## src/rtl/cache_axi_txn_limiter_pkg.sv

```systemverilog
// std_cache_pkg: traffic classes, ID decode and the default AXI4 struct types
// used on the merged cache-subsystem master port.
package std_cache_pkg;

    localparam int unsigned NumCls = 3;
    localparam int unsigned IdW    = 6;
    localparam int unsigned AddrW  = 32;
    localparam int unsigned DataW  = 64;

    typedef enum logic [1:0] {
        CLS_DCACHE = 2'd0,
        CLS_BYPASS = 2'd1,
        CLS_ICACHE = 2'd2
    } cls_e;

    localparam logic [3:0] ID_DCACHE = 4'b0111;
    localparam logic [3:0] ID_ICACHE = 4'b0000;

    // Unknown IDs fall back to the D$ class so they are still limited.
    function automatic cls_e id_to_class(input logic [3:0] id);
        if (id == ID_DCACHE) return CLS_DCACHE;
        if (id[3])           return CLS_BYPASS;
        if (id == ID_ICACHE) return CLS_ICACHE;
        return CLS_DCACHE;
    endfunction

    typedef struct packed {
        logic [IdW-1:0]   id;
        logic [AddrW-1:0] addr;
        logic [7:0]       len;
        logic [2:0]       size;
        logic [1:0]       burst;
    } std_ax_t;

    typedef struct packed {
        logic [DataW-1:0]   data;
        logic [DataW/8-1:0] strb;
        logic               last;
    } std_w_t;

    typedef struct packed {
        logic [IdW-1:0] id;
        logic [1:0]     resp;
    } std_b_t;

    typedef struct packed {
        logic [IdW-1:0]   id;
        logic [DataW-1:0] data;
        logic [1:0]       resp;
        logic             last;
    } std_r_t;

    typedef struct packed {
        std_ax_t aw;
        logic    aw_valid;
        std_w_t  w;
        logic    w_valid;
        logic    b_ready;
        std_ax_t ar;
        logic    ar_valid;
        logic    r_ready;
    } std_axi_req_t;

    typedef struct packed {
        logic   aw_ready;
        logic   ar_ready;
        logic   w_ready;
        logic   b_valid;
        std_b_t b;
        logic   r_valid;
        std_r_t r;
    } std_axi_rsp_t;

endpackage

```

## src/rtl/cache_axi_txn_limiter_counter.sv

```systemverilog
// axi_txn_counter: saturating in-flight burst counter for one class/direction.
// Simultaneous inc/dec cancel; a decrement at zero holds 0 and flags underflow.
module axi_txn_counter #(
    parameter int unsigned MaxOutstanding = 4,
    parameter int unsigned CntW           = 3
) (
    input  logic            clk_i,
    input  logic            rst_ni,
    input  logic            inc_i,
    input  logic            dec_i,
    output logic [CntW-1:0] cnt_o,
    output logic            full_o,
    output logic            underflow_o
);

    localparam logic [CntW-1:0] MaxCnt = CntW'(MaxOutstanding);

    logic [CntW-1:0] cnt_q, cnt_d;

    // Next count: single-sided events move the count, both together cancel.
    always_comb begin
        cnt_d = cnt_q;
        if (inc_i && !dec_i && cnt_q != MaxCnt)
            cnt_d = cnt_q + 1'b1;
        else if (dec_i && !inc_i && cnt_q != '0)
            cnt_d = cnt_q - 1'b1;
    end

    // Count register.
    always_ff @(posedge clk_i or negedge rst_ni) begin
        if (!rst_ni) cnt_q <= '0;
        else         cnt_q <= cnt_d;
    end

    assign cnt_o       = cnt_q;
    assign full_o      = (cnt_q == MaxCnt);
    // A response with nothing outstanding is an error even if a new request
    // for the same class is accepted in that cycle.
    assign underflow_o = dec_i && (cnt_q == '0);

endmodule

```

## src/rtl/cache_axi_txn_limiter.sv

```systemverilog
// cache_axi_txn_limiter: caps in-flight AXI bursts per traffic class and
// direction on the merged cache master port. Only AR/AW handshakes are gated;
// everything else is a zero-latency pass-through.
// Optional response watchdog: define CACHE_AXI_TIMEOUT_EN.
module cache_axi_txn_limiter
    import std_cache_pkg::*;
#(
    parameter int unsigned MaxOutstanding = 4,
    parameter int unsigned TimeoutCycles  = 1024,
    parameter type         axi_req_t      = std_axi_req_t,
    parameter type         axi_rsp_t      = std_axi_rsp_t,
    localparam int unsigned CntW          = $clog2(MaxOutstanding + 1)
) (
    input  logic                         clk_i,
    input  logic                         rst_ni,
    input  axi_req_t                     slv_req_i,
    output axi_rsp_t                     slv_resp_o,
    output axi_req_t                     mst_req_o,
    input  axi_rsp_t                     mst_resp_i,
    output logic [NumCls-1:0][CntW-1:0]  rd_cnt_o,
    output logic [NumCls-1:0][CntW-1:0]  wr_cnt_o,
    output logic                         stall_o,
    output logic                         err_o,
    output logic                         timeout_o
);

    logic [NumCls-1:0][CntW-1:0] rd_cnt, wr_cnt;
    logic [NumCls-1:0]           rd_full, wr_full, rd_unf, wr_unf;
    cls_e ar_cls, aw_cls, r_cls, b_cls;
    logic ar_full, aw_full;
    logic ar_hs, aw_hs, r_last_hs, b_hs;
    logic err_q, err_d;

    assign ar_cls  = id_to_class(slv_req_i.ar.id[3:0]);
    assign aw_cls  = id_to_class(slv_req_i.aw.id[3:0]);
    assign r_cls   = id_to_class(mst_resp_i.r.id[3:0]);
    assign b_cls   = id_to_class(mst_resp_i.b.id[3:0]);
    assign ar_full = rd_full[ar_cls];
    assign aw_full = wr_full[aw_cls];

    // Pass everything through, masking only the address-channel handshakes.
    always_comb begin
        mst_req_o           = slv_req_i;
        mst_req_o.ar_valid  = slv_req_i.ar_valid & ~ar_full;
        mst_req_o.aw_valid  = slv_req_i.aw_valid & ~aw_full;
        slv_resp_o          = mst_resp_i;
        slv_resp_o.ar_ready = mst_resp_i.ar_ready & ~ar_full;
        slv_resp_o.aw_ready = mst_resp_i.aw_ready & ~aw_full;
    end

    assign ar_hs     = slv_req_i.ar_valid & ~ar_full & mst_resp_i.ar_ready;
    assign aw_hs     = slv_req_i.aw_valid & ~aw_full & mst_resp_i.aw_ready;
    assign r_last_hs = mst_resp_i.r_valid & slv_req_i.r_ready & mst_resp_i.r.last;
    assign b_hs      = mst_resp_i.b_valid & slv_req_i.b_ready;
    assign stall_o   = (slv_req_i.ar_valid & ar_full) | (slv_req_i.aw_valid & aw_full);

    for (genvar c = 0; c < NumCls; c++) begin : g_cls
        axi_txn_counter #(.MaxOutstanding(MaxOutstanding), .CntW(CntW)) u_rd_cnt (
            .clk_i       (clk_i),
            .rst_ni      (rst_ni),
            .inc_i       (ar_hs && (ar_cls == cls_e'(c))),
            .dec_i       (r_last_hs && (r_cls == cls_e'(c))),
            .cnt_o       (rd_cnt[c]),
            .full_o      (rd_full[c]),
            .underflow_o (rd_unf[c])
        );
        axi_txn_counter #(.MaxOutstanding(MaxOutstanding), .CntW(CntW)) u_wr_cnt (
            .clk_i       (clk_i),
            .rst_ni      (rst_ni),
            .inc_i       (aw_hs && (aw_cls == cls_e'(c))),
            .dec_i       (b_hs && (b_cls == cls_e'(c))),
            .cnt_o       (wr_cnt[c]),
            .full_o      (wr_full[c]),
            .underflow_o (wr_unf[c])
        );
    end

    assign rd_cnt_o = rd_cnt;
    assign wr_cnt_o = wr_cnt;

    // Sticky error: any response for a class with nothing outstanding.
    always_comb begin
        err_d = err_q | (|rd_unf) | (|wr_unf);
    end

    // Error flag register; only reset clears it.
    always_ff @(posedge clk_i or negedge rst_ni) begin
        if (!rst_ni) err_q <= 1'b0;
        else         err_q <= err_d;
    end

    assign err_o = err_q;

`ifdef CACHE_AXI_TIMEOUT_EN
    localparam int unsigned     WdW   = $clog2(TimeoutCycles + 1);
    localparam logic [WdW-1:0]  WdMax = WdW'(TimeoutCycles - 1);

    logic           any_busy;
    logic [WdW-1:0] wd_q, wd_d;
    logic           to_q, to_d;

    assign any_busy = (|rd_cnt) | (|wr_cnt);

    // Watchdog: counts stalled cycles while anything is in flight, saturates.
    always_comb begin
        wd_d = wd_q;
        if (!any_busy || r_last_hs || b_hs)
            wd_d = '0;
        else if (wd_q != WdMax)
            wd_d = wd_q + 1'b1;
        to_d = to_q | (any_busy & (wd_d == WdMax));
    end

    // Watchdog and sticky timeout registers.
    always_ff @(posedge clk_i or negedge rst_ni) begin
        if (!rst_ni) begin
            wd_q <= '0;
            to_q <= 1'b0;
        end else begin
            wd_q <= wd_d;
            to_q <= to_d;
        end
    end

    assign timeout_o = to_q;
`else
    assign timeout_o = 1'b0;
`endif

endmodule
```

## config.mk

```make
export PLATFORM = sky130hd
export DESIGN_NAME = cache_axi_txn_limiter
export DESIGN_NICKNAME = d
export VERILOG_FILES = /design/src/rtl/cache_axi_txn_limiter_pkg.sv /design/src/rtl/cache_axi_txn_limiter_counter.sv /design/src/rtl/cache_axi_txn_limiter.sv
export SDC_FILE = /design/constraint.sdc
export NUM_CORES = 1
export LEC_CHECK = 0
export BUFFER_PORTS_ARGS = -buffer_cell sky130_fd_sc_hd__buf_2
export CAP_MARGIN = 0
export CORE_AREA = 2 2 218 220
export CTS_CLUSTER_DIAMETER = 200
export CTS_CLUSTER_SIZE = 8
export DETAILED_ROUTE_END_ITERATION = 10
export DIE_AREA = 0 0 220 222
export SYNTH_ARGS = -nofsm -noshare
export SYNTH_HDL_FRONTEND = slang
export SYNTH_HIERARCHICAL = 1
export SYNTH_SLANG_ARGS = --single-unit
```

## constraint.sdc

```tcl
create_clock -name clk_i -period 3.87 [get_ports clk_i]
set_input_delay 0.5805 -clock clk_i [delete_from_list [all_inputs] [get_ports clk_i]]
set_output_delay 0.5805 -clock clk_i [all_outputs]
set_load 0.05 [all_outputs]
```

==> impl_results.md <==
- Status: completed
- Wire per inst: 14.5 um
- Slew @ Worst Pin: between 1000 and 1500 ps
- Worst r2r src: g_cls[1].u_rd_cnt/cnt_o[0]$_DFFE_PN0P_
- Fin nets: 547
- Maximum vdd drop: around 320 uV
- Placed cell count: between 800 and 900
- Die W: 220 um
- Core area: about 46000 um^2
- Area contributors post-synth: buf_4 (54%), dfrtp_1 (13%), fa_1 (3.3%)
- Mean Syn Cell Area: between 8 and 9 um^2
- Worst hold-check path type: in -> async
- H-tree depth: 1
- Sw Share: 0.576
- Max-slew headroom: 0.327
- Syn_nets: 731
- # rows: 79
- Cell type with the largest total area after synthesis: buf_4
- Pin count of the biggest net entering global routing: 20
- Max cap viols: 0
- Seq/Total Area, Yosys: 0.129
- Net Sw Power: roughly 0.0011 W
- Critical path class: reg -> reg
- Skew final: 3.60 ps
- # DRC: 0
- Path depth of the worst reg2reg path: 9
- Internal power: 0.000820 W
- CP Capture Type: flip-flop
- Antenna Nets Post-Route: 0
- Starting density of the core: 0.0798
- Crit. Startpoint: g_cls[1].u_rd_cnt/cnt_o[0]$_DFFE_PN0P_
- Dpl cell area: 2850 um^2
- First-pass detailed-route iteration total: 5
- First-pass GRT wire length: 16400 um
- Clock slew at reported path FFs: about 60 ps
- Num CTS Buffers: 3
- Sequential share of power: 0.262
- Area Overhead vs Synth: -20.5%
- CTS Buffer Depth: 2
- Share of the synthesized area in the top cell type: 0.537
- Post-DP HPWL: 11100 um
- Total wire length: 12800 um
- Combinational fraction of design power: 0.625
- Cells after Synth: 457
- Setup Viol. Count Final: 0
- Vias per cell: 2.55
- Routed via count: about 2200
- CTS sink count: 19
- Post-synthesis register bit count: 19
- Peak fanout along the critical path: 8
- Share of layout cells above drive strength 1: 0.324
- Total grt overflow: 0
- Tmin final: 2880 ps
- Vias in the first global route: 2202
- Hold Slack: 280 ps
- Fin Setup TNS: 0 ps
- Clk network pwr share: 0.113
- RSZ-0062 raised after global routing: no
- Hold Vio Cnt, Final: 0
- CTS tree: yes
- Die ar.: 48800 um^2
- Initial DRC Count: 159
- Worst R2R Setup Slack: roughly 1000 ps
- Total global-route track usage: 0.0490
- Top-count cell post-synth: buf_4
- Unique cell type count in the Yosys netlist: 38
- Antenna violations before repair: 2
- IO buf count: 71
- Startpoint Class: flip-flop
- Routability Congestion: 0.761
- Mapped cell area: 3690 um^2
- Achievable Freq: 0.347 GHz
- Final Max Tran Viols: 0
- Req. time, crit path: 4040 ps
- Clk root buf: clkbuf_16
- Num ports: 555
- EDFF count, synth: 0
- Clk_lat worst skew: 250 ps
- Setup crit end: g_cls[1].u_rd_cnt/cnt_o[2]$_DFFE_PN0P_
- Critical Path AT: 3050 ps
- Cell Pwr Density: roughly 660 nW/um^2
- Most frequent cells after synthesis: buf_4 (264), dfrtp_1 (19), nand2b_1 (19), nor2_1 (15), nor3_1 (15)
- Die height: 222 um
- Post-CTS sizing: 0
- Reg2reg end: g_cls[1].u_rd_cnt/cnt_o[2]$_DFFE_PN0P_
- Pleak: slightly below 1 nW
- Fin area: 2930 um^2
- Async SR Flop Fraction: 1.00
- Post-Layout Cell Count: 880
- Post-CTS setup buffers: 0
- Layout fillers: 5461
- Final period util: 0.744
- Warnings from Yosys: 6
- Top FF cell, synth: dfrtp_1
- # hold bufs at CTS: 0
-- power by group through the flow --
stage / Clock (W) / Combinational, W / Sequential (W)
final: 0.000219 / 0.00121 / 0.000506
after global routing: 0.000237 / 0.00133 / 0.000538
after CTS: 0.000229 / 0.00125 / 0.000507
after detailed placement: 0 / 0.00125 / 0.000510
after global placement: 0 / 0.00122 / 0.000501
after floorplan: 0 / 0.00125 / 0.000785
-- metrics by stage --
stage / power [W] / setup WS [ps] / util
after floorplan: 0.00203 / 1050 / -
after global placement: 0.00172 / 821 / 0.0617
after detailed placement: 0.00176 / 818 / 0.0617
after CTS: 0.00199 / 965 / 0.0634
after global routing: 0.00210 / 716 / 0.0634
final: 0.00193 / 990 / 0.0634
-- state kept, by name, indices dropped and copies added (netlist names) --
register              cells
g_cls.u_rd_cnt/cnt_o      9
g_cls.u_wr_cnt/cnt_o      9
err_o                     1
-- cell usage in the layout, fill, tap and decap left out, types with 2 or more instances in the layout --
master,n
nand2b_1,19
xor2_1,6
fa_1,6
o32ai_1,2
clkbuf_16,3
o2bb2ai_1,5
or3_1,7
nand2_1,8
dfrtp_1,19
buf_4,4
nor3b_1,3
a21oi_1,11
xnor2_1,7
and2_1,9
o31a_1,2
and3_1,2
nor3_1,15
nand3_1,3
nor2_1,15
mux2i_1,5
nor4b_1,7
o21ba_2,5
a221oi_1,5
a22oi_1,5
o21a_1,5
o21ai_0,3
buf_2,71
nor2b_1,7
-- worst min-delay path by stage --
stage,start,end,slack [ps]
after detailed placement,err_o$_DFF_PN0_,err_o$_DFF_PN0_,550
final,rst_ni,g_cls[2].u_wr_cnt/cnt_o[2]$_DFFE_PN0P_,280
after CTS,rst_ni,g_cls[2].u_wr_cnt/cnt_o[2]$_DFFE_PN0P_,310
after global routing,rst_ni,g_cls[2].u_wr_cnt/cnt_o[2]$_DFFE_PN0P_,320
after floorplan,rst_ni,err_o$_DFF_PN0_,280
after global placement,err_o$_DFF_PN0_,err_o$_DFF_PN0_,560
-- area by class of cell --
type / count / area (um^2) / area share
antenna: 1 / 2.50 / 0.000853
clock buffer: 4 / 78.8 / 0.0269
inverter: 1 / 3.75 / 0.00128
multi-input combinational: 173 / 1230 / 0.419
sequential: 19 / 475 / 0.162
tap: 607 / 759 / 0.259
timing repair buffer: 75 / 385 / 0.131
-- critical path, stage by stage, from the launching register on --
cell and delay [ps]:
dfrtp_1 500, nor2_1 100, and2_1 230, nand2b_1 190
nor2_1 360, nor2b_1 330, nand2b_1 110, fa_1 430
or3_1 390, a22oi_1 140
-- logic make-up after synthesis --
kind of cell               count (synthesis)  synth area share
AOI/OAI and AO/OA                         47            0.0966
other                                      1           0.00102
adders and majority gates                  6            0.0326
and+or+nand+nor                          101             0.158
xor gates and xnor gates                  13            0.0309
buffers and inverters                    265             0.538
muxes                                      5            0.0136
DFF                                       19             0.129
-- per-layer routing --
metal	global-route usage	routed length, um	up-vias	part of all wire
met3	0.0332	2370	128	0.19
li1	-	-	877	-
met2	0.0815	5990	287	0.47
met1	0.0374	3130	949	0.25
met5	0	0	-	0
met4	0.0455	1270	0	0.099
Note: power is estimated with default switching activity, not from simulation.
